File: src/rtl/ntt_obi_slave_responder_if.sv
// OBI request/response bundle between the X-HEEP external crossbar port
// and the NTT accelerator slave responder.
//   req/we/be/addr/wdata : request channel, driven by the master
//   gnt                  : grant, driven by the slave (combinational)
//   rvalid/rdata         : response channel, driven by the slave
interface ntt_obi_slave_responder_if;
  logic        req;
  logic        we;
  logic [3:0]  be;
  logic [31:0] addr;
  logic [31:0] wdata;
  logic        gnt;
  logic        rvalid;
  logic [31:0] rdata;

  modport master (
    output req, we, be, addr, wdata,
    input  gnt, rvalid, rdata
  );

  modport slave (
    input  req, we, be, addr, wdata,
    output gnt, rvalid, rdata
  );
endinterface

File: src/rtl/ntt_obi_slave_responder.sv
// OBI slave responder for the NTT/INTT coefficient memory window.
// Decodes window offsets, forwards in-memory accesses to the coefficient
// SRAM, answers out-of-memory accesses locally with an error pattern, and
// returns exactly one in-order response per grant one cycle later.
// Bus access is stalled while the NTT core owns the SRAM.
//
// Ports:
//   clk_i, rst_i        : clock, synchronous active-high reset
//   bus (slave modport) : OBI request/grant/response
//   mem_*               : coefficient SRAM request port (word indexed)
//   core_busy_i         : NTT core owns the SRAM
//   rd/wr/err_cnt_o     : saturating grant statistics
//   err_o               : sticky out-of-memory flag
//
// state  | meaning
// OPEN   | serving bus requests
// LOCKED | core owns SRAM, no grants, no SRAM requests
// DRAIN  | one stall cycle after core release so its last SRAM response retires
module ntt_obi_slave_responder #(
  parameter logic [31:0] START_ADDR  = 32'hF000_0000,
  parameter logic [31:0] WINDOW_SIZE = 32'h0020_0000,
  parameter int          MEM_DEPTH   = 512,
  parameter logic [31:0] ERR_RDATA   = 32'hDEAD_BEEF
) (
  input  logic                         clk_i,
  input  logic                         rst_i,
  ntt_obi_slave_responder_if.slave     bus,
  output logic                         mem_req_o,
  output logic                         mem_we_o,
  output logic [3:0]                   mem_be_o,
  output logic [$clog2(MEM_DEPTH)-1:0] mem_addr_o,
  output logic [31:0]                  mem_wdata_o,
  input  logic                         mem_gnt_i,
  input  logic [31:0]                  mem_rdata_i,
  input  logic                         core_busy_i,
  output logic [15:0]                  rd_cnt_o,
  output logic [15:0]                  wr_cnt_o,
  output logic [15:0]                  err_cnt_o,
  output logic                         err_o
);

  localparam int          AW        = $clog2(MEM_DEPTH);
  localparam logic [31:0] MEM_BYTES = 32'(MEM_DEPTH * 4);

  typedef enum logic [1:0] {
    OPEN   = 2'd0,
    LOCKED = 2'd1,
    DRAIN  = 2'd2
  } state_t;

  state_t      state_q, state_d;
  logic [31:0] offset;
  logic        in_mem;
  logic        gnt;
  logic        rvalid_q;
  logic        rsp_mem_rd_q;
  logic        rsp_err_rd_q;
  logic [15:0] rd_cnt_q, wr_cnt_q, err_cnt_q;
  logic        err_q;

  // Addresses below START_ADDR wrap to huge offsets and fail both compares.
  assign offset = bus.addr - START_ADDR;
  assign in_mem = (offset < WINDOW_SIZE) && (offset < MEM_BYTES);

  assign mem_addr_o  = offset[AW+1:2];
  assign mem_we_o    = bus.we;
  assign mem_be_o    = bus.be;
  assign mem_wdata_o = bus.wdata;

  always_ff @(posedge clk_i) begin
    if (rst_i) state_q <= OPEN;
    else       state_q <= state_d;
  end

  always_comb begin
    state_d   = state_q;
    gnt       = 1'b0;
    mem_req_o = 1'b0;
    case (state_q)
      OPEN: begin
        if (!rst_i) begin
          mem_req_o = bus.req & in_mem;
          gnt       = bus.req & (in_mem ? mem_gnt_i : 1'b1);
        end
        if (core_busy_i) state_d = LOCKED;
      end
      LOCKED: begin
        if (!core_busy_i) state_d = DRAIN;
      end
      DRAIN: begin
        state_d = OPEN;
      end
      default: begin
        state_d = OPEN;
      end
    endcase
  end

  assign bus.gnt = gnt;

  // Response select is captured with the grant; read data itself comes
  // straight from the SRAM in the response cycle.
  always_ff @(posedge clk_i) begin
    if (rst_i) begin
      rvalid_q     <= 1'b0;
      rsp_mem_rd_q <= 1'b0;
      rsp_err_rd_q <= 1'b0;
    end else begin
      rvalid_q     <= gnt;
      rsp_mem_rd_q <= gnt & ~bus.we & in_mem;
      rsp_err_rd_q <= gnt & ~bus.we & ~in_mem;
    end
  end

  assign bus.rvalid = rvalid_q;

  always_comb begin
    bus.rdata = '0;
    if (rvalid_q) begin
      if (rsp_mem_rd_q)      bus.rdata = mem_rdata_i;
      else if (rsp_err_rd_q) bus.rdata = ERR_RDATA;
    end
  end

  always_ff @(posedge clk_i) begin
    if (rst_i) begin
      rd_cnt_q  <= '0;
      wr_cnt_q  <= '0;
      err_cnt_q <= '0;
      err_q     <= 1'b0;
    end else if (gnt) begin
      if (!in_mem) begin
        err_q <= 1'b1;
        if (err_cnt_q != 16'hFFFF) err_cnt_q <= err_cnt_q + 16'd1;
      end else if (bus.we) begin
        if (wr_cnt_q != 16'hFFFF) wr_cnt_q <= wr_cnt_q + 16'd1;
      end else begin
        if (rd_cnt_q != 16'hFFFF) rd_cnt_q <= rd_cnt_q + 16'd1;
      end
    end
  end

  assign rd_cnt_o  = rd_cnt_q;
  assign wr_cnt_o  = wr_cnt_q;
  assign err_cnt_o = err_cnt_q;
  assign err_o     = err_q;

endmodule

File: src/flat_wrapper.sv
// flat-port wrapper written by rule: the top's interface ports become plain ports
module ntt_obi_slave_responder_flat 
#(
  parameter logic [31:0] START_ADDR  = 32'hF000_0000,
  parameter logic [31:0] WINDOW_SIZE = 32'h0020_0000,
  parameter int          MEM_DEPTH   = 512,
  parameter logic [31:0] ERR_RDATA   = 32'hDEAD_BEEF
)
  (clk_i, rst_i, mem_req_o, mem_we_o, mem_be_o, mem_addr_o, mem_wdata_o, mem_gnt_i, mem_rdata_i, core_busy_i, rd_cnt_o, wr_cnt_o, err_cnt_o, err_o, bus_req, bus_we, bus_be, bus_addr, bus_wdata, bus_gnt, bus_rvalid, bus_rdata);
  ntt_obi_slave_responder_if bus_i ();
  input  logic clk_i;
  input  logic rst_i;
  output logic mem_req_o;
  output logic mem_we_o;
  output logic [3:0] mem_be_o;
  output logic [$clog2(MEM_DEPTH)-1:0] mem_addr_o;
  output logic [31:0] mem_wdata_o;
  input  logic mem_gnt_i;
  input  logic [31:0] mem_rdata_i;
  input  logic core_busy_i;
  output logic [15:0] rd_cnt_o;
  output logic [15:0] wr_cnt_o;
  output logic [15:0] err_cnt_o;
  output logic err_o;
  input wire logic [$bits(bus_i.req)-1:0] bus_req;
  input wire logic [$bits(bus_i.we)-1:0] bus_we;
  input wire logic [$bits(bus_i.be)-1:0] bus_be;
  input wire logic [$bits(bus_i.addr)-1:0] bus_addr;
  input wire logic [$bits(bus_i.wdata)-1:0] bus_wdata;
  output wire logic [$bits(bus_i.gnt)-1:0] bus_gnt;
  output wire logic [$bits(bus_i.rvalid)-1:0] bus_rvalid;
  output wire logic [$bits(bus_i.rdata)-1:0] bus_rdata;
  assign bus_i.req = bus_req;
  assign bus_i.we = bus_we;
  assign bus_i.be = bus_be;
  assign bus_i.addr = bus_addr;
  assign bus_i.wdata = bus_wdata;
  assign bus_gnt = bus_i.gnt;
  assign bus_rvalid = bus_i.rvalid;
  assign bus_rdata = bus_i.rdata;
  ntt_obi_slave_responder #(.START_ADDR(START_ADDR), .WINDOW_SIZE(WINDOW_SIZE), .MEM_DEPTH(MEM_DEPTH), .ERR_RDATA(ERR_RDATA)) u_core (.clk_i(clk_i), .rst_i(rst_i), .bus(bus_i), .mem_req_o(mem_req_o), .mem_we_o(mem_we_o), .mem_be_o(mem_be_o), .mem_addr_o(mem_addr_o), .mem_wdata_o(mem_wdata_o), .mem_gnt_i(mem_gnt_i), .mem_rdata_i(mem_rdata_i), .core_busy_i(core_busy_i), .rd_cnt_o(rd_cnt_o), .wr_cnt_o(wr_cnt_o), .err_cnt_o(err_cnt_o), .err_o(err_o));
endmodule
File: config.mk
export PLATFORM = sky130hd
export DESIGN_NAME = ntt_obi_slave_responder_flat
export DESIGN_NICKNAME = d
export VERILOG_FILES = /design/src/rtl/ntt_obi_slave_responder_if.sv /design/src/rtl/ntt_obi_slave_responder.sv /design/src/flat_wrapper.sv
export SDC_FILE = /design/constraint.sdc
export NUM_CORES = 1
export LEC_CHECK = 0
export BUFFER_PORTS_ARGS = -buffer_cell sky130_fd_sc_hd__clkbuf_2
export CAP_MARGIN = 20
export CORE_ASPECT_RATIO = 1.5
export CORE_MARGIN = 8
export CORE_UTILIZATION = 45
export DETAILED_ROUTE_END_ITERATION = 8
export GPL_TIMING_DRIVEN = 0
export HOLD_SLACK_MARGIN = 0.02
export PLACE_DENSITY = 0.95
export SYNTH_ARGS = -nofsm -noshare
export SYNTH_HDL_FRONTEND = slang
export SYNTH_SLANG_ARGS = --single-unit
File: constraint.sdc
create_clock -name clk_i -period 3.8 [get_ports clk_i]
set_input_delay 0.38 -clock clk_i [delete_from_list [all_inputs] [get_ports clk_i]]
set_output_delay 0.38 -clock clk_i [all_outputs]
set_load 0.03 [all_outputs]
==> metrics.txt <==
power per cell area=roughly 270 nW/um2; max cap viols=0; row count=38; post-route total power=1.20 mW; Clock transition at path regs=approximately 0.10 ns; Final Cell Area=4510 um2; nets=~710; internal reg-to-reg setup slack=1.03 ns; Hold Vio Cnt, Final=0; clock skew=0.0224 ns; post-detailed-route via-to-cell ratio=5.65; Num CTS Buffers=5; vias=3975; dpl cell area=4380 um2; Synth area leaders=dfxtp_1 33%, buf_4 10%, a21o_1 5.9%; clock latency on the worst-skew pair=0.33 ns; # IOs=approximately 240; Fin Hold WS=0.228 ns; reg-to-reg startpoint=u_core.state_q[1]; Yosys reg bits=54; die height=121 um; HP Class=in2reg; grt ovf=0; Slew headroom=43.0%; CTS tree=yes; 1st-pass router iterations=5; Max IR drop VDD=slightly above 0.3 mV; post-CTS setup buffer count=0; Crit-path slowest cell=nor4b_1; RSZ-0062 raised after global routing=no; ratio of cells with drive above 1 in the final layout=42.5%; Placer Congestion=0.919; post-synthesis cell type count=49; DP HPWL=11300 um; root buf cell=clkbuf_8; Crit Path Max Fanout=10; WHS Path Cells=2; critical path capture point type=flop; startpoint types=flop; critical path class=reg2reg; synthesized area per cell=between 8 and 9 um2; setup TNS=0 ns; drt total wl=13600 um; net count after synthesis=about 520; synthesis warning total=0; most common flop cell mapped by yosys=dfxtp_1; Async SR Flop Fraction=0%; vias in the first global route=3862; Initial Utilization=46.2%; H-Tree Depth=2; Worst EP required=about 4.0 ns; die width=between 80 and 90 um; CORE AREA=7180 um2; worst path cell trace=nor4b_1 -> nand2_1 -> or4_1 -> buf_2 -> clkbuf_1 -> o311ai_1 -> o41ai_1; Critical Path AT=between 2 and 3 ns; Yosys top cell by area=dfxtp_1; Reg2Reg Depth=7; Syn Std Cell Area=3320 um2; final core utilization=62.8%; Area growth syn-to-layout=35.9%; min Tclk post-route=2.77 ns; clk buf depth=2; CP peak stage delay=0.74 ns; Lkg Pwr=around 2.3 nW; post-CTS sizing=0; DRT iter0 DRCs=452; Hold-fix buffers, CTS=0; DR DRC count=0; first-pass GRT wire length=20900 um; number of flops mapped to enable cells by yosys=0; FILL cells=between 600 and 700; fmax=0.361 GHz; initial antenna violation count=1; pin slew with the least headroom to its limit=0.843 ns; sequential element share of the synthesized area=about a third; Synth Instances=407; period utilization=72.9%; clock sinks=54; per-cell routed wire length=slightly below 20 um; Reg-to-Reg End=u_core.rd_cnt_o[11]; status=completed; Routed Antenna Nets=0; hold_sp=core_busy_i; hold path endpoint=u_core.state_q[1]; Slew Limit Fails=0; top cell type's share of synthesized area=32.6%; pin count of the biggest net entering global routing=18; GRT Util Overall=about 25%; Port Buf Inserts=188; Setup-failing EPs final=0; full die area=10400 um2
## per-stage QoR
step	setup slack (ns)	cells
floorplan	1.41	407
global placement	1.07	695
detailed placement	1.01	695
CTS	1.10	703
global route	0.937	704
finish	1.03	704
## synthesized netlist by cell type (all sizes together) (3+ instances only)
library cell,number
nor2,22
o41ai,4
and4,5
or4,12
mux2,7
nand2,25
a21oi,31
nor2b,7
and2,3
or3,17
mux2i,4
o21ai,16
nand4,12
or4b,3
o31ai,10
dfxtp,54
a21o,26
nor4,11
nor4b,3
and3,9
buf,49
ha,3
nor3,6
inv,10
o311ai,3
clkbuf,18
nand3,15
## layout by cell type, fill, tap and decap left out, types with 3 or more instances in the layout
cell | synthesis | final
ha_1 | 3 | 3
nor2b_1 | 7 | 7
a21oi_1 | 31 | 31
o31ai_1 | 10 | 10
nor2_1 | 22 | 22
a21o_1 | 26 | 26
mux2_2 | 3 | 3
nor3_1 | 6 | 6
clkbuf_8 | 0 | 6
inv_1 | 10 | 10
nor4_1 | 10 | 10
nor4b_1 | 3 | 3
clkbuf_2 | 0 | 188
nand3_1 | 15 | 15
nand2_1 | 25 | 25
mux2_1 | 4 | 4
and2_1 | 3 | 3
and3_1 | 9 | 9
nand4_1 | 12 | 12
clkbuf_1 | 18 | 18
mux2i_1 | 4 | 4
and4_1 | 5 | 5
buf_4 | 46 | 46
o41ai_1 | 4 | 4
or3_1 | 17 | 17
dfxtp_1 | 54 | 54
o21ai_0 | 16 | 16
or4_1 | 12 | 12
## worst max-delay path: cells and delay by family (launching register included)
kind                   cells  cell delay [ns]
AND/OR/NAND/NOR            3             1.34
AO/OA/AOI/OAI              2             0.52
buffers and inverters      2             0.43
flip-flops                 1             0.35
## how the worst max path moves through the flow
| stage | start | depth (start not counted) | to |
|---|---|---|---|
| after detailed placement | rst_i | 8 | u_core.rd_cnt_o[11] |
| after global placement | rst_i | 7 | u_core.rd_cnt_o[7] |
| after global routing | u_core.state_q[1] | 7 | u_core.rd_cnt_o[11] |
| after floorplan | u_core.wr_cnt_o[11] | 6 | u_core.wr_cnt_o[1] |
| final | u_core.state_q[1] | 7 | u_core.rd_cnt_o[11] |
| after CTS | u_core.state_q[1] | 7 | u_core.rd_cnt_o[11] |
## report_power, final
group	leakage (nW)	switching, mW	internal (mW)
clock network	0.0618	0.204	0.217
logic	1.76	0.126	0.0817
registers	0.436	0.00437	0.569
## kinds of logic (layout without fill, tap and decap cells)
family / count (synthesis) / count (layout) / share of synthesized area (%)
mux: 11 / 11 / 3.58
compound gates: 100 / 100 / 19.5
buf+inv: 77 / 273 / 14.2
fa+ha+maj: 3 / 3 / 1.13
flops: 54 / 54 / 32.6
other cells: 0 / 1 / 0
xor+xnor: 4 / 4 / 1.06
simple gates: 158 / 158 / 27.9
## state kept, by name (all words and copies together) (netlist names)
name and cells:
u_core.bus.rvalid 1, u_core.err_cnt_o 16, u_core.err_o 1, u_core.rd_cnt_o 16
u_core.rsp_err_rd_q 1, u_core.rsp_mem_rd_q 1, u_core.state_q 2, u_core.wr_cnt_o 16
## per-layer routing
layer  track usage [%]  wire, um  part of all wire [%]
met2              45.6      7010                    52
met1              25.3      4700                    35
met3              9.02      1570                    12
met5                 0         0                     0
met4              10.6       326                   2.4
## area by class of cell
| type | instances | area, um2 | area share (%) |
|---|---|---|---|
| buffer | 67 | 434 | 9.64 |
| clock inverter | 2 | 38.8 | 0.861 |
| inverter | 10 | 37.5 | 0.833 |
| timing repair buffer | 188 | 941 | 20.9 |
| multi-input combinational | 276 | 1760 | 39.1 |
| clock buffer | 6 | 82.6 | 1.83 |
| tap | 100 | 125 | 2.78 |
| sequential | 54 | 1080 | 24.0 |
| antenna | 1 | 2.50 | 0.0555 |
(Power assumes the default switching activity.)
